$ cat src/rtl/fpu_op_sequencer_pkg.sv
// ---------------------------------------------------------------------------
// fpu_op_sequencer_pkg
// Shared definitions for the FPU issue/completion sequencer: opcode encoding,
// sequencer state encoding, default per-opcode latencies and counter width.
// ---------------------------------------------------------------------------
package fpu_op_sequencer_pkg;

  // Latency counter width; every latency parameter must fit in 1..63.
  localparam int unsigned CNT_W = 6;

  typedef logic [2:0] fpu_op_t;

  localparam fpu_op_t OP_ADD     = 3'd0;
  localparam fpu_op_t OP_SUB     = 3'd1;
  localparam fpu_op_t OP_MULT    = 3'd2;
  localparam fpu_op_t OP_DIV     = 3'd3;
  localparam fpu_op_t OP_FTOI    = 3'd4;
  localparam fpu_op_t OP_ITOF    = 3'd5;
  localparam fpu_op_t OP_SQRT    = 3'd6;
  localparam fpu_op_t OP_ILLEGAL = 3'd7;

  // Default settle latencies of the FloatingPointUnit datapath, in cycles.
  localparam int unsigned LAT_ADD_DEF  = 7;
  localparam int unsigned LAT_MULT_DEF = 5;
  localparam int unsigned LAT_DIV_DEF  = 28;
  localparam int unsigned LAT_FTOI_DEF = 6;
  localparam int unsigned LAT_ITOF_DEF = 6;
  localparam int unsigned LAT_SQRT_DEF = 28;

  typedef enum logic [1:0] {
    ST_IDLE = 2'd0,
    ST_BUSY = 2'd1,
    ST_DONE = 2'd2
  } seq_state_e;

  function automatic logic is_illegal(fpu_op_t op);
    return op == OP_ILLEGAL;
  endfunction

endpackage

$ cat src/rtl/fpu_op_sequencer_if.sv
// ---------------------------------------------------------------------------
// fpu_op_sequencer_if
// Request/response handshake bundle between the CPU execute stage and the
// FPU sequencer.
//   Request : iReqValid / oReqReady, iReqOp, iReqSrc0, iReqSrc1, iFlush
//   Response: oRespValid / iRespReady, oRespResult, oRespErr
// Signal names keep the sequencer's point of view (i* = into sequencer).
//   master : execute stage (drives requests, consumes responses)
//   slave  : the sequencer
// ---------------------------------------------------------------------------
interface fpu_op_sequencer_if;
  import fpu_op_sequencer_pkg::*;

  logic        iReqValid;
  logic        oReqReady;
  fpu_op_t     iReqOp;
  logic [31:0] iReqSrc0;
  logic [31:0] iReqSrc1;
  logic        iFlush;
  logic        oRespValid;
  logic        iRespReady;
  logic [31:0] oRespResult;
  logic        oRespErr;

  modport master (
    output iReqValid, iReqOp, iReqSrc0, iReqSrc1, iFlush, iRespReady,
    input  oReqReady, oRespValid, oRespResult, oRespErr
  );

  modport slave (
    input  iReqValid, iReqOp, iReqSrc0, iReqSrc1, iFlush, iRespReady,
    output oReqReady, oRespValid, oRespResult, oRespErr
  );

endinterface

$ cat src/rtl/fpu_op_sequencer_latency_lut.sv
// ---------------------------------------------------------------------------
// fpu_op_sequencer_latency_lut
// Combinational opcode -> pipeline latency lookup. ADD and SUB share the adder
// latency; the illegal opcode maps to 1 so it completes after a single cycle.
//   op_i  : opcode
//   lat_o : latency in cycles (CNT_W bits)
// ---------------------------------------------------------------------------
module fpu_op_sequencer_latency_lut
  import fpu_op_sequencer_pkg::*;
#(
  parameter int unsigned LAT_ADD  = LAT_ADD_DEF,
  parameter int unsigned LAT_MULT = LAT_MULT_DEF,
  parameter int unsigned LAT_DIV  = LAT_DIV_DEF,
  parameter int unsigned LAT_FTOI = LAT_FTOI_DEF,
  parameter int unsigned LAT_ITOF = LAT_ITOF_DEF,
  parameter int unsigned LAT_SQRT = LAT_SQRT_DEF
) (
  input  fpu_op_t          op_i,
  output logic [CNT_W-1:0] lat_o
);

  always_comb begin
    // NOTE: assigning a default before the case keeps every path driven, so no
    // latch is inferred even if an opcode is left out of the case.
    lat_o = CNT_W'(1);
    case (op_i)
      OP_ADD, OP_SUB: lat_o = CNT_W'(LAT_ADD);
      OP_MULT:        lat_o = CNT_W'(LAT_MULT);
      OP_DIV:         lat_o = CNT_W'(LAT_DIV);
      OP_FTOI:        lat_o = CNT_W'(LAT_FTOI);
      OP_ITOF:        lat_o = CNT_W'(LAT_ITOF);
      OP_SQRT:        lat_o = CNT_W'(LAT_SQRT);
      default:        lat_o = CNT_W'(1);
    endcase
  end

endmodule

$ cat src/rtl/fpu_op_sequencer.sv
// ---------------------------------------------------------------------------
// fpu_op_sequencer
// Issue/completion controller in front of the FloatingPointUnit datapath.
// Accepts one operation at a time, holds opcode/operands stable on the FPU
// inputs for the opcode's fixed latency, captures the result and offers it on
// a valid/ready response channel. Flush squashes the in-flight or pending op.
//   iClk, iRst_n : clock, asynchronous active-low reset
//   bus          : request/response handshake (slave side)
//   oBusy        : any operation in flight or waiting to be consumed
//   oFpuSrc0/1   : operands to FPU iSrc0/iSrc1
//   oFpuOp       : opcode to FPU iOperation
//   iFpuResult   : FPU oResult
// ---------------------------------------------------------------------------
module fpu_op_sequencer
  import fpu_op_sequencer_pkg::*;
#(
  parameter int unsigned LAT_ADD  = LAT_ADD_DEF,
  parameter int unsigned LAT_MULT = LAT_MULT_DEF,
  parameter int unsigned LAT_DIV  = LAT_DIV_DEF,
  parameter int unsigned LAT_FTOI = LAT_FTOI_DEF,
  parameter int unsigned LAT_ITOF = LAT_ITOF_DEF,
  parameter int unsigned LAT_SQRT = LAT_SQRT_DEF
) (
  input  logic              iClk,
  input  logic              iRst_n,
  fpu_op_sequencer_if.slave bus,
  output logic              oBusy,
  output logic [31:0]       oFpuSrc0,
  output logic [31:0]       oFpuSrc1,
  output fpu_op_t           oFpuOp,
  input  logic [31:0]       iFpuResult
);

  seq_state_e       state_q,  state_d;
  fpu_op_t          op_q,     op_d;
  logic [31:0]      src0_q,   src0_d;
  logic [31:0]      src1_q,   src1_d;
  logic [CNT_W-1:0] cnt_q,    cnt_d;
  logic [31:0]      result_q, result_d;
  logic             err_q,    err_d;

  logic [CNT_W-1:0] req_lat;
  logic             req_ready;
  logic             accept;

  fpu_op_sequencer_latency_lut #(
    .LAT_ADD  (LAT_ADD),
    .LAT_MULT (LAT_MULT),
    .LAT_DIV  (LAT_DIV),
    .LAT_FTOI (LAT_FTOI),
    .LAT_ITOF (LAT_ITOF),
    .LAT_SQRT (LAT_SQRT)
  ) u_lat_lut (
    .op_i  (bus.iReqOp),
    .lat_o (req_lat)
  );

  // Ready while idle, or in DONE when the consumer takes the result this same
  // cycle, which lets a new op overlap the completion cycle. Flush masks it so
  // a squash can never coincide with an accept.
  assign req_ready = ~bus.iFlush &
                     ((state_q == ST_IDLE) | ((state_q == ST_DONE) & bus.iRespReady));
  assign accept    = bus.iReqValid & req_ready;

  always_comb begin
    state_d  = state_q;
    op_d     = op_q;
    src0_d   = src0_q;
    src1_d   = src1_q;
    cnt_d    = cnt_q;
    result_d = result_q;
    err_d    = err_q;

    case (state_q)
      ST_IDLE: ;
      ST_BUSY: begin
        cnt_d = cnt_q - CNT_W'(1);
        // The FPU output has settled on the edge where the count reaches 1.
        if (cnt_q == CNT_W'(1)) begin
          result_d = err_q ? 32'h0 : iFpuResult;
          state_d  = ST_DONE;
        end
      end
      ST_DONE: begin
        if (bus.iRespReady) state_d = ST_IDLE;
      end
      default: state_d = ST_IDLE;
    endcase

    if (accept) begin
      op_d    = bus.iReqOp;
      src0_d  = bus.iReqSrc0;
      src1_d  = bus.iReqSrc1;
      cnt_d   = req_lat;
      err_d   = is_illegal(bus.iReqOp);
      state_d = ST_BUSY;
    end

    if (bus.iFlush) state_d = ST_IDLE;
  end

  // NOTE: sequential state uses non-blocking assignments so every register
  // samples the pre-edge values, independent of process ordering.
  always_ff @(posedge iClk or negedge iRst_n) begin
    if (!iRst_n) begin
      state_q  <= ST_IDLE;
      op_q     <= OP_ADD;
      src0_q   <= 32'h0;
      src1_q   <= 32'h0;
      cnt_q    <= '0;
      result_q <= 32'h0;
      err_q    <= 1'b0;
    end else begin
      state_q  <= state_d;
      op_q     <= op_d;
      src0_q   <= src0_d;
      src1_q   <= src1_d;
      cnt_q    <= cnt_d;
      result_q <= result_d;
      err_q    <= err_d;
    end
  end

  assign bus.oReqReady   = req_ready;
  assign bus.oRespValid  = (state_q == ST_DONE);
  assign bus.oRespResult = result_q;
  assign bus.oRespErr    = err_q;
  assign oBusy           = (state_q != ST_IDLE);
  assign oFpuSrc0        = src0_q;
  assign oFpuSrc1        = src1_q;
  assign oFpuOp          = op_q;

endmodule

$ cat src/flat_wrapper.sv
// flat-port wrapper written by rule: the top's interface ports become plain ports
module fpu_op_sequencer_flat import fpu_op_sequencer_pkg::*;
#(
  parameter int unsigned LAT_ADD  = LAT_ADD_DEF,
  parameter int unsigned LAT_MULT = LAT_MULT_DEF,
  parameter int unsigned LAT_DIV  = LAT_DIV_DEF,
  parameter int unsigned LAT_FTOI = LAT_FTOI_DEF,
  parameter int unsigned LAT_ITOF = LAT_ITOF_DEF,
  parameter int unsigned LAT_SQRT = LAT_SQRT_DEF
)
  (iClk, iRst_n, oBusy, oFpuSrc0, oFpuSrc1, oFpuOp, iFpuResult, bus_iReqValid, bus_iReqOp, bus_iReqSrc0, bus_iReqSrc1, bus_iFlush, bus_iRespReady, bus_oReqReady, bus_oRespValid, bus_oRespResult, bus_oRespErr);
  fpu_op_sequencer_if bus_i ();
  input  logic iClk;
  input  logic iRst_n;
  output logic oBusy;
  output logic [31:0] oFpuSrc0;
  output logic [31:0] oFpuSrc1;
  output fpu_op_t oFpuOp;
  input  logic [31:0] iFpuResult;
  input wire logic [$bits(bus_i.iReqValid)-1:0] bus_iReqValid;
  input wire logic [$bits(bus_i.iReqOp)-1:0] bus_iReqOp;
  input wire logic [$bits(bus_i.iReqSrc0)-1:0] bus_iReqSrc0;
  input wire logic [$bits(bus_i.iReqSrc1)-1:0] bus_iReqSrc1;
  input wire logic [$bits(bus_i.iFlush)-1:0] bus_iFlush;
  input wire logic [$bits(bus_i.iRespReady)-1:0] bus_iRespReady;
  output wire logic [$bits(bus_i.oReqReady)-1:0] bus_oReqReady;
  output wire logic [$bits(bus_i.oRespValid)-1:0] bus_oRespValid;
  output wire logic [$bits(bus_i.oRespResult)-1:0] bus_oRespResult;
  output wire logic [$bits(bus_i.oRespErr)-1:0] bus_oRespErr;
  assign bus_i.iReqValid = bus_iReqValid;
  assign bus_i.iReqOp = bus_iReqOp;
  assign bus_i.iReqSrc0 = bus_iReqSrc0;
  assign bus_i.iReqSrc1 = bus_iReqSrc1;
  assign bus_i.iFlush = bus_iFlush;
  assign bus_i.iRespReady = bus_iRespReady;
  assign bus_oReqReady = bus_i.oReqReady;
  assign bus_oRespValid = bus_i.oRespValid;
  assign bus_oRespResult = bus_i.oRespResult;
  assign bus_oRespErr = bus_i.oRespErr;
  fpu_op_sequencer #(.LAT_ADD(LAT_ADD), .LAT_MULT(LAT_MULT), .LAT_DIV(LAT_DIV), .LAT_FTOI(LAT_FTOI), .LAT_ITOF(LAT_ITOF), .LAT_SQRT(LAT_SQRT)) u_core (.iClk(iClk), .iRst_n(iRst_n), .bus(bus_i), .oBusy(oBusy), .oFpuSrc0(oFpuSrc0), .oFpuSrc1(oFpuSrc1), .oFpuOp(oFpuOp), .iFpuResult(iFpuResult));
endmodule
$ cat config.mk
export PLATFORM = sky130hd
export DESIGN_NAME = fpu_op_sequencer_flat
export DESIGN_NICKNAME = d
export VERILOG_FILES = /design/src/rtl/fpu_op_sequencer_pkg.sv /design/src/rtl/fpu_op_sequencer_if.sv /design/src/rtl/fpu_op_sequencer_latency_lut.sv /design/src/rtl/fpu_op_sequencer.sv /design/src/flat_wrapper.sv
export SDC_FILE = /design/constraint.sdc
export NUM_CORES = 1
export LEC_CHECK = 0
export ABC_AREA = 1
export CAP_MARGIN = 15
export CORE_ASPECT_RATIO = 1.75
export CORE_MARGIN = 5
export CORE_UTILIZATION = 44
export DETAILED_ROUTE_END_ITERATION = 8
export HOLD_SLACK_MARGIN = 0.02
export PLACE_DENSITY = 0.85
export SYNTH_ARGS = -nofsm -noshare
export SYNTH_HDL_FRONTEND = slang
export SYNTH_SLANG_ARGS = --single-unit
export TNS_END_PERCENT = 10
$ cat constraint.sdc
create_clock -name iClk -period 2.6 [get_ports iClk]
set_clock_uncertainty 0.15 [all_clocks]
set_input_delay 0.78 -clock iClk [delete_from_list [all_inputs] [get_ports iClk]]
set_output_delay 0.78 -clock iClk [all_outputs]
set_load 0.02 [all_outputs]
**After elaboration in Yosys (flattened, before gate mapping)**

Cells that the tools add are included.

- Memories: 0
- Output and inout port bits: 103
- Register bits: 108
- Latch bits: 0
- Memory bits (writable): 0
- Logic and storage cells: 44
- Bits in read-only memories: 0
- Input bits: 104

- Shift operators: 0
- Add/sub/neg operators: 1
- Bitwise gates (word level): 5
- Reduce and logical (&&, ||, !) cells: 9
- Muxes and demuxes: 9
- Equal/unequal tests: 13
- Multipliers: 0
- $lt $le $gt $ge: 0
- Divide/modulo/power cells: 0

Operators with widths:

| operator | count |
|---|---|
| 2-to-1 mux 32 bit | 1 |
| one-hot mux 5 bit (4 select lines) | 1 |
| == test 3 bit, second input constant | 4 |
| 2-to-1 mux 6 bit | 2 |
| 2-to-1 mux 2 bit | 4 |
| == test 3 x 2 -> 1 bit, second input constant | 2 |
| == test 6 x 1 -> 1 bit, second input constant | 1 |
| one-hot mux 2 bit (3 select lines) | 1 |
| OR reduction 2 bit | 3 |
| subtractor 6 x 1 -> 6 bit, second input constant | 1 |
| != test 4 x 2 -> 1 bit, second input constant | 1 |
| != test 4 x 3 -> 1 bit, second input constant | 1 |
| nonzero test 2 bit | 2 |
| AND 1 bit | 3 |
| == test 3 x 1 -> 1 bit, second input constant | 1 |
| logical NOT 3 bit | 1 |
| != test 3 x 2 -> 1 bit, second input constant | 1 |
| AND reduction 3 bit | 1 |
| == test 2 x 1 -> 1 bit, second input constant | 1 |
| == test 2 bit, second input constant | 1 |
| logical NOT 2 bit | 1 |
| AND reduction 2 bit | 1 |
| inverter 1 bit | 1 |
| OR 1 bit | 1 |

**Longest topological paths before layout**

Gate-level depths: netlist of the first run.

- Depth in word-level cells: 7
- Depth in mapped cells: 9

**Modules after synthesis**

Synthesis of the first run repeated with hierarchy kept, for this count alone.

- Cell total of the unflattened synthesis: 511
- Area total of the unflattened synthesis: 4389.2 um^2

Modules (own cells, without submodules):

| module | times used | area each (um^2) | cells an instance | sequential area each (um^2) |
|---|---|---|---|---|
| fpu_op_sequencer | 1 | 4325.4 | 497 | 2702.6 |
| fpu_op_sequencer_latency_lut | 1 | 63.8 | 14 | 0.0 |

**Worst setup path before layout of the first run**

No wires, ideal clock.

- Kind: input-to-output
- Start: input bus_iFlush
- End: output bus_oReqReady
- Slack: 0.599 ns
- Data required time: 1.670 ns
- Arrival: 1.071 ns
- Path buffers: 0
- Cell stages on the path: 3
- Cells stage by stage: nor2_2 > nand2_1 > inv_1

- Word-level cells in the longest chain between the ends: 2

Ends and longest elaborated chain:

| element | line | RTL |
|---|---|---|
| from (decl) | flat_wrapper.sv:24 | `input wire logic [$bits(bus_i.iFlush)-1:0] bus_iFlush;` |
| inverter 1 bit | fpu_op_sequencer.sv:61 | `assign req_ready = ~bus.iFlush &` |
| AND 1 bit | fpu_op_sequencer.sv:61 |  |
| to (decl) | flat_wrapper.sv:26 | `output wire logic [$bits(bus_i.oReqReady)-1:0] bus_oReqReady;` |

Every way passes these cells.

**Worst setup path in the final report of the first run**

- Start: input bus_iRespReady
- End: output bus_oReqReady

- Word-level cells in the longest chain between the ends: 3

Ends and longest elaborated chain:

| element | line | RTL |
|---|---|---|
| from (decl) | flat_wrapper.sv:25 | `input wire logic [$bits(bus_i.iRespReady)-1:0] bus_iRespReady;` |
| AND 1 bit | fpu_op_sequencer.sv:62 | `((state_q == ST_IDLE) \| ((state_q == ST_DONE) & bus.iRespReady));` |
| OR 1 bit | fpu_op_sequencer.sv:62 |  |
| AND 1 bit | fpu_op_sequencer.sv:61 |  |

Every way passes these cells.

==> results.toml, run 1 <==
[setup_path]
crit_end = "bus_oReqReady"
cp_max_fo = 2
rr_worst_depth = 7
cp-startpoint = "bus_iRespReady"
path_cells = "clkdlybuf4s50_1 -> inv_1 -> nand2_2 -> nand2_1 -> inv_1 -> buf_4"
critPathKind = "input port to output pin"
crit_path_start_kind = "input port"
crit_path_end_kind = "output pin"
cp_slowest_cell = "clkdlybuf4s50_1"
rrSetupSlack_ns = 0.53
r2r_start = "u_core.cnt_q[1]"
crit_top_cell = "inv_1"
crit_required_ns = 1.67
cp_slowest_stage_delay_ns = 0.45
timing.rr.end = "u_core.bus.oRespResult[20]"
arrival_ns = 1.61

[placed_design]
dp_hpwl_um = 9780
portBuffers = 206
placed_cells = 825
place_area_sq_um = 6580
globalplace.congestion = 0.824

[flow_run]
maxCapViolCount = 0

[global_routing]
grt_use_total = 0.210
overflow = 0
grt_antenna_before_repair = 0
grt_pass1_vias = 4174
grt_start_max_net_pins = 65
grt_pass1_wl_um = 20100

[route]
drc_errors = 0
drt-wirelength-per-cell_um = 15.1
ant_nets = 0
wl_um = 12700
drtIter0Drc = 200
via_count = 4081
via_per_inst = 4.85
dr.pass1.iters = 4

[timing]
setup_viol = 0
drv_slew = 0
hold_viol_final = 0
fmax_mhz = 394
rsz0062_at_grt = "false"
whs_ns = 0.263
slew_headroom = 0.373
min_period_ns = 2.54
setup_tns_ns = 0
period_share = 0.977
worst_slew_pin_slew_ns = 0.939

[hold_path]
hold_path.class = "input port to async pin"

[die]
die_area_sq_um = 12200
start_util = 0.446
io_pins = 207
num_rows = 48
fp.dieW_um = 85.5
die-height_um = 142
core_sq_um = 9850

[logic_synthesis]
synth.ff_latch_count = 108
synth_fa_ha_area_frac = 0.00570
yosys_warnings = 0
ys.flop_type = "dfrtp_1"
ys_async_sr_fraction = 1.00
syn-num-nets = 616
netlist.area_leader.share = 0.615
synth_top_family_by_area = "simple AND/OR/NAND/NOR gates"
synth_edf_count = 0
synth.distinct_cells = 22
yosysMostFrequentCell = "nand2_1"
synth_top_cells_by_area = "dfrtp_1, nand2_1, o21ai_1, buf_2, inv_1"
muxShareOfSynthArea = 0
yosysTopAreaCell = "dfrtp_1"
synth-simple-area-share = 0.275
syn_area_per_cell_sq_um = 8.61
synth-xor-area-share = 0.00199
synthTopCellsByCount = "nand2_1, dfrtp_1, o21ai_1, buf_2, inv_1"
syn_inst = 510
synth_compound_area_frac = 0.0521
synth-seq-area-share = 0.615
syn-cell-area_sq_um = 4390

[cells_and_area]
diodes = 0
postLayoutCellArea_sq_um = 6860
drive_above_1_share = 0.0489
final_cells = 841
nets = 817
fin_util = 0.697
area_growth_pct = 56.3

[clock_tree]
cts_root_buf = "clkbuf_16"
ctsHoldBuffers = 0
htreeDepth = 3
numClockSinks = 108
clkTransAtPathRegs_ns = 0.07
clkLatencyLatePin_ns = 0.34
cts_tree = "built"
cts_buffer_depth = 2
numCtsBuffers = 9

[power]
ir_drop_mv = 0.489
powerDensity_nw_per_um2 = 1030
p_leak_nw = 3.34

[status]
status = "finished, final reports clean"
==> report_power, final <==
| group | internal (W) | switching [W] | leakage (nW) |
|---|---|---|---|
| Clock | 0.000683 | 0.000581 | 0.133 |
| Sequential | 0.00229 | 0.000362 | 1.31 |
| Combinational | 0.00147 | 0.00170 | 1.89 |
| Total | 0.00444 | 0.00265 | 3.34 |
==> sequential cells by signal (all words and copies together) (netlist names) <==
name,flops
u_core.bus.oRespErr,1
u_core.oFpuSrc0,32
u_core.oFpuOp,3
u_core.cnt_q,6
u_core.oFpuSrc1,32
u_core.bus.oRespResult,32
u_core.state_q,2
==> worst max-delay path, delay by kind of cell <==
kind / cells / cell delay [ns]
buffers and inverters: 4 / 0.70
AND/OR/NAND/NOR: 2 / 0.13
==> cell families (layout without fill, tap and decap cells) <==
| kind of cell | count (synthesis) | after routing |
|---|---|---|
| AO/OA/AOI/OAI | 45 | 45 |
| XOR/XNOR | 1 | 1 |
| adder cells (fa/ha/maj) | 2 | 2 |
| buffers and inverters | 45 | 251 |
| flip-flops | 108 | 108 |
| AND/OR/NAND/NOR | 309 | 309 |
==> metrics by stage <==
step | power (W) | setup WS (ns)
3_5_place_dp | 0.00586 | -0.410
4_1_cts | 0.00715 | 0.0268
6_report | 0.00709 | 0.0609
3_3_place_gp | 0.00574 | -0.392
5_1_grt | 0.00751 | 0.00332
2_1_floorplan | 0.00419 | 0.599
==> how the worst min path moves through the flow <==
stage | startpoint | end | slack, ns | cells past startpoint
5_1_grt | iRst_n | u_core.bus.oRespResult[5] | 0.29 | 1
3_3_place_gp | u_core.oFpuSrc1[25] | u_core.oFpuSrc1[25] | 0.31 | 2
4_1_cts | iRst_n | u_core.bus.oRespResult[3] | 0.28 | 1
3_5_place_dp | u_core.oFpuSrc1[28] | u_core.oFpuSrc1[28] | 0.31 | 2
2_1_floorplan | iRst_n | u_core.bus.oRespErr | 0.33 | 0
6_report | iRst_n | u_core.bus.oRespResult[3] | 0.26 | 1
==> routing by layer <==
layer | global-route usage | vias to the layer above | routed length, um | part of all wire
met5 | 0 | - | 0 | 0
met4 | 0.0834 | 0 | 370 | 0.029
met3 | 0.0487 | 24 | 884 | 0.070
met2 | 0.378 | 183 | 6800 | 0.54
met1 | 0.236 | 1907 | 4640 | 0.37
li1 | - | 1967 | - | -
==> timing repair <==
item / 4_1_cts / 5_1_grt
buffers inserted: 0 / 0
setup endpoints to repair: 1 / 1
resized for setup: 4 / 2
==> placed cells by master (no fill, tap or decap), types with 2 or more instances in the layout <==
cell type,n
nand2_1,285
clkdlybuf4s50_1,204
dfrtp_1,108
o21ai_1,38
inv_1,16
clkbuf_16,9
nor2_1,8
nand3_1,7
buf_4,7
inv_2,4
buf_12,4
o21ai_0,3
nand4_1,3
nor2_2,2
a21oi_1,2
ha_1,2
clkbuf_1,2
clkinv_4,2
==> cell type report <==
type / instances / area (sq um)
fillers: 783 / 2990
flip-flops and latches: 108 / 2700
repair buffers: 215 / 2170
multi-input cells: 357 / 1470
clock buffers: 12 / 246
well taps: 125 / 156
inverters: 20 / 75.1
clock inverters: 4 / 33.8
Note: power is estimated with default switching activity, not from simulation.
==> inputs of run 2 (changes only) <==
Settings changed: TNS_END_PERCENT 10 to unset.
==> results of run 2 <==
Final layout, timing and power as in run 1 (identical DEF).
==> RTL change 1: new RTL, config.mk and constraints of run 1 <==
The 3 states of `seq_state_e` get a one-hot encoding in 3 bits.
--- a/src/rtl/fpu_op_sequencer_pkg.sv
+++ b/src/rtl/fpu_op_sequencer_pkg.sv
@@ -28,8 +28,8 @@
   localparam int unsigned LAT_SQRT_DEF = 28;
 
-  typedef enum logic [1:0] {
-    ST_IDLE = 2'd0,
-    ST_BUSY = 2'd1,
-    ST_DONE = 2'd2
+  typedef enum logic [2:0] {
+    ST_IDLE = 3'b001,
+    ST_BUSY = 3'b010,
+    ST_DONE = 3'b100
   } seq_state_e;
 
Check against the original RTL: same outputs for any inputs over 10 cycles, from zero or initial values and one cycle with iRst_n low; not proved beyond that.
==> RTL change 1 against run 1 <==
  * Worst setup slack better by 0.081 ns
  * Worst hold slack worse by 0.053 ns
  * Sequential power is 2% lower
  * Power is 0.75% lower
  * Non-clock buffer count is 4 higher
  * Wire length is 4.4% higher
  * Synthesized area is 0.97% higher
  * Cell count is 0.83% higher
  * Cell area is 2.0% higher
  * Sequential cell count is 1 higher
  * Critical endpoint unchanged
  * Largest power group unchanged
==> RTL change 1: results (changes against run 1) <==
Run status
  – Status: finished clean

Place
  – Placer Congestion: 0.829 (+0.61%)
  – DP Worst Slack: -0.566 ns (-0.156 ns)
  – Detail Placement HPWL: 10.1 mm (+3.0%)
  – Placed cells: 831 (+0.73%)
  – Placed Area: 6650 sq um (+1.0%)

GRT
  – Largest net degree at the start of global routing: 69 (+6.2%)
  – First-pass GRT wire length: 21.2 mm (+5.4%)
  – All-layer global routing usage: 22.0% (+1.0 points)
  – Vias in the first global route: 4366 (+4.6%)
  – Antenna violations before repair: 0 (unchanged)

Detailed routing
  – Vias: 4177 (+2.4%)
  – DRT iter0 DRCs: 153 (-24%)
  – Pre-Repair DR Iteration Count: 4 (unchanged)
  – Routed WL: 13.3 mm (+4.4%)

Synth
  – Adder-Cell Fraction of Synth Area: 0.564% (-0.0055 points)
  – Post-Synth XOR/XNOR Area: 0.395% (+0.20 points)
  – Synth unique cells: 28 (+27%)
  – Largest cells by area after synthesis: dfrtp_1 61%, nand2_1 24%, o21ai_0 3.5%
  – Syn_area_per_cell: 8.66 sq um (+0.57%)
  – Post-synth top cells: 287 x nand2_1, 108 x dfrtp_1, 31 x o21ai_0
  – Sequential fraction of the synthesis area: 61.5% (about the same)
  – Yosys warnings: 0 (unchanged)
  – Syn_nets: 618 (+0.32%)
  – Multiplexer share of the synthesized area: 0% (unchanged)
  – Main flop type after synthesis: dfrtp_1
  – Compound-Gate Fraction of Synth Area: 5.33% (+0.12 points)
  – Async SR Flop Fraction: 100% (unchanged)

Critical path
  – Delay-heaviest family, CP: buffers and inverters
  – Arrival time worst endpoint: 1.53 ns (-0.08 ns)

Cells and area
  – Fillers: 742 (-5.2%)
  – Layout area overhead: 57.9%
  – Layout Cells excl Fill: 848 (+0.83%)
  – Total Nets Final: 824 (+0.86%)
  – Ratio of cells with drive above 1 in the final layout: 5.67% (+0.78 points)

Power
  – P per Cell Area: 1010 nW/um^2 (-2.7%)
  – Seq power: 2.60 mW (-2%)
  – Internal power: 4.51 mW (+1.4%)
  – Peak supply drop: 0.616 mV (+26%)
  – Clock group: 1.50 mW (+19%)
  – Leakage: 3.48 nW (+4.2%)

Worst hold path
  – Hold WC Path Type: input port to asynchronous set/reset pin

Timing
  – Count of pins over their slew limit: 0 (unchanged)
  – Slew margin rel.: 65.2% (+28 points)

CTS
  – H-tree levels: 3 (unchanged)
  – Clock root cell: clkbuf_16
[RTL change 1: cell types whose count changed in the layout (fill, tap and decap cells not counted), sizes merged, moves of 2 or more]
cell and change:
clkbuf -2, buf +4, nand3 +3, clkdlybuf4s50 -3
nor2 -8, nand2 +2, dlymetal6s2s +2, bufinv +2
nor3 +2
[RTL change 1: area by class of cell]
cell class | instances | share of cell area (%)
sequential | 109 | 39.0
timing repair buffer | 219 | 31.4
multi-input combinational | 358 | 21.6
clock buffer | 10 | 3.41
tap | 125 | 2.23
clock inverter | 6 | 1.34
inverter | 21 | 1.13
[RTL change 1: worst paths after layout]
| check | start | end | slack [ns] | depth (start not counted) |
|---|---|---|---|---|
| max reg2reg | u_core.state_q[0]$_DFFE_PN1P_ | u_core.oFpuSrc1[28]$_DFFE_PN0P_ | 0.62 | 8 |
| min reg2reg | u_core.oFpuSrc0[0]$_DFFE_PN0P_ | u_core.oFpuSrc0[0]$_DFFE_PN0P_ | 0.33 | 2 |
| min in group iClk | u_core.oFpuSrc0[0]$_DFFE_PN0P_ | u_core.oFpuSrc0[0]$_DFFE_PN0P_ | 0.33 | 2 |
| max in group asynchronous | iRst_n | u_core.state_q[0]$_DFFE_PN1P_ | 1.45 | 2 |
| max | bus_iFlush | bus_oReqReady | 0.14 | 3 |
| min | iRst_n | u_core.oFpuSrc0[15]$_DFFE_PN0P_ | 0.21 | 1 |
[RTL change 1: timing repair]
item                       in CTS  in global routing
hold buffers                    0                  0
pin swaps                       0                  1
setup buffers                   0                  1
setup endpoints to repair       2                  2
gates resized for setup         7                  3
[RTL change 1: per-layer routing]
layer	GRT usage [%]	part of all wire, %
met3	4.79	5.8
met1	23.5	35
met5	0	0
met2	39.5	54
met4	11.9	4.7
==> RTL change 2: new RTL, config.mk and constraints of run 1 <==
Made on the original files. `CNT_W`: 6 -> 3.
--- a/src/rtl/fpu_op_sequencer_pkg.sv
+++ b/src/rtl/fpu_op_sequencer_pkg.sv
@@ -7,5 +7,5 @@
 
   // Latency counter width; every latency parameter must fit in 1..63.
-  localparam int unsigned CNT_W = 6;
+  localparam int unsigned CNT_W = 3;
 
   typedef logic [2:0] fpu_op_t;
Behaviour: not the same (Yosys sat finds a counterexample within 10 cycles, from zero or initial values and one cycle with iRst_n low).
==> RTL change 2 against run 1 <==
  * Cell count decreased by 4.3%
  * Synthesized area decreased by 4.3%
  * Worst setup slack about the same
  * Sequential cell count is 3 lower
  * Largest cell class unchanged
  * Cell area decreased by 3.0%
  * Critical path type unchanged
  * Wire length is 0.24% lower
  * Power down 3.4%
  * Largest power group unchanged
  * Non-clock buffer count is 1 higher
==> RTL change 2: results (changes against run 1) <==
Cells and area
  – Fillers: 712 (-9.1%)
  – Ratio of cells with drive above 1 in the final layout: 5.13% (+0.24 points)
  – Total Nets Final: 783 (-4.2%)

Timing
  – Final setup vio count: 0 (unchanged)
  – Slew margin rel.: 30.2% (-7.2 points)
  – Final hold vios: 0 (unchanged)

CTS
  – Clk buf depth: 2 (unchanged)
  – # Post-CTS Setup Buffers: 0 (unchanged)
  – Clock root cell: clkbuf_16
  – Clk slew on worst S/H paths: 0.07 ns (about the same)
  – H-tree levels: 3 (unchanged)
  – Number of CTS-inserted buffers: 9 (unchanged)

Critical path
  – FF-to-FF setup slack: 0.72 ns (+0.19 ns)
  – Reg2Reg Launch Point: u_core.cnt_q[1]$_DFFE_PN0P_
  – Worst reg2reg endpoint: u_core.bus.oRespResult[10]$_DFFE_PN0P_
  – Reg2reg path depth: 7 (unchanged)

Run status
  – Status: finished clean

Power
  – Leakage: 3.18 nW (-4.8%)
  – Peak supply drop: 0.547 mV (+12%)
  – Psw: 2.57 mW (-2.9%)

Synth
  – Synth unique cells: 20 (-9.1%)
  – Syn_nets: 583 (-5.4%)
  – Post-synth top cells: 241 x nand2_1, 105 x dfrtp_1, 37 x o21ai_0
  – Async SR Flop Fraction: 100% (unchanged)
  – Sequential fraction of the synthesis area: 62.5% (+0.96 points)
  – Largest cells by area after synthesis: dfrtp_1 63%, nand2_1 22%, o21ai_0 4.4%

Detailed routing
  – DRT iter0 DRCs: 265 (+33%)
  – Routed WL: 12.7 mm (-0.24%)
  – Pre-Repair DR Iteration Count: 5 (+1)
  – Vias: 3916 (-4.0%)

GRT
  – Vias in the first global route: 4103 (-1.7%)
  – All-layer global routing usage: 21.7% (+0.79 points)
  – First-pass GRT wire length: 20.4 mm (+1.4%)
  – Largest net degree at the start of global routing: 106 (+63%)
  – Antenna violations before repair: 1 (+1)

Place
  – Placer Congestion: 0.800 (-3.0%)
  – Detail Placement HPWL: 9.34 mm (-4.5%)
  – DP Worst Slack: -0.443 ns (-0.0329 ns)
  – I/O Buffers: 206 (unchanged)
[RTL change 2: changes by cell type in the layout (fill, tap and decap cells not counted), moves of 3 or more]
cell     delta
nand3_1    +27
o21ai_1    -36
inv_1       -6
dfrtp_1     -3
o21ai_0    +34
buf_4       +3
nand2_1    -45
[RTL change 2: worst max path at each step]
stage	slack, ns	startpoint	endpoint	cells after the start
after floorplan	0.52	bus_iFlush	bus_oReqReady	2
after global placement	-0.44	bus_iFlush	bus_oReqReady	4
after detailed placement	-0.44	bus_iFlush	bus_oReqReady	4
after CTS	0.01	bus_iFlush	bus_oReqReady	4
after global routing	0.01	bus_iRespReady	bus_oReqReady	5
final	0.06	bus_iRespReady	bus_oReqReady	5
[RTL change 2: cells by family after synthesis]
kind of cell	Yosys count	synth area share [%]
AND/OR/NAND/NOR	289	27.3
flip-flops	105	62.5
AO/OA/AOI/OAI	41	4.88
buffers and inverters	39	4.49
adder cells (fa/ha/maj)	2	0.595
XOR/XNOR	1	0.208
[RTL change 2: timing repair]
item	CTS	global route
pin swaps	0	0
gates resized for setup	4	3
setup endpoints to repair	1	1
endpoints found under the hold margin	0	0
[RTL change 2: worst max-delay path, cell delays in order]
cell             delay (ns)
clkdlybuf4s50_1        0.46
inv_1                  0.06
nand2_2                0.06
and2_1                 0.12
buf_4                  0.14
[RTL change 2: area by class of cell]
type | instances | area (sq um) | area share, %
sequential | 105 | 2630 | 39.5
tap | 122 | 153 | 2.29
inverter | 12 | 45.0 | 0.677
multi-input combinational | 333 | 1390 | 20.9
timing repair buffer | 216 | 2160 | 32.4
clock inverter | 7 | 55.1 | 0.827
antenna | 1 | 2.50 | 0.0376
clock buffer | 9 | 225 | 3.38
[RTL change 2: per-stage QoR]
stage	TNS (ns)	hold WS, ns	util [%]	instance area, sq um	std cells
after floorplan	0	0.334	-	4200	477
after global placement	-0.442	0.312	67.7	6370	788
after detailed placement	-0.459	0.315	67.7	6370	788
after CTS	0	0.333	70.7	6650	804
after global routing	0	0.348	70.8	6660	805
final	0	0.323	70.8	6660	805
[RTL change 2: power groups by stage]
stage	logic [mW]	clock network [mW]	registers [mW]
after floorplan	0.752	0	3.23
after global placement	3.00	0	2.53
after detailed placement	3.08	0	2.55
after CTS	3.09	1.30	2.53
after global routing	3.27	1.37	2.61
final	3.05	1.26	2.54
[RTL change 2: layer usage]
layer	GRT usage, %	up-vias	part of all wire, %
met1	24.2	1856	37
met2	38.9	138	54
met4	10.4	0	3.9
met3	4.67	33	5.4
met5	0	-	0
li1	-	1889	-
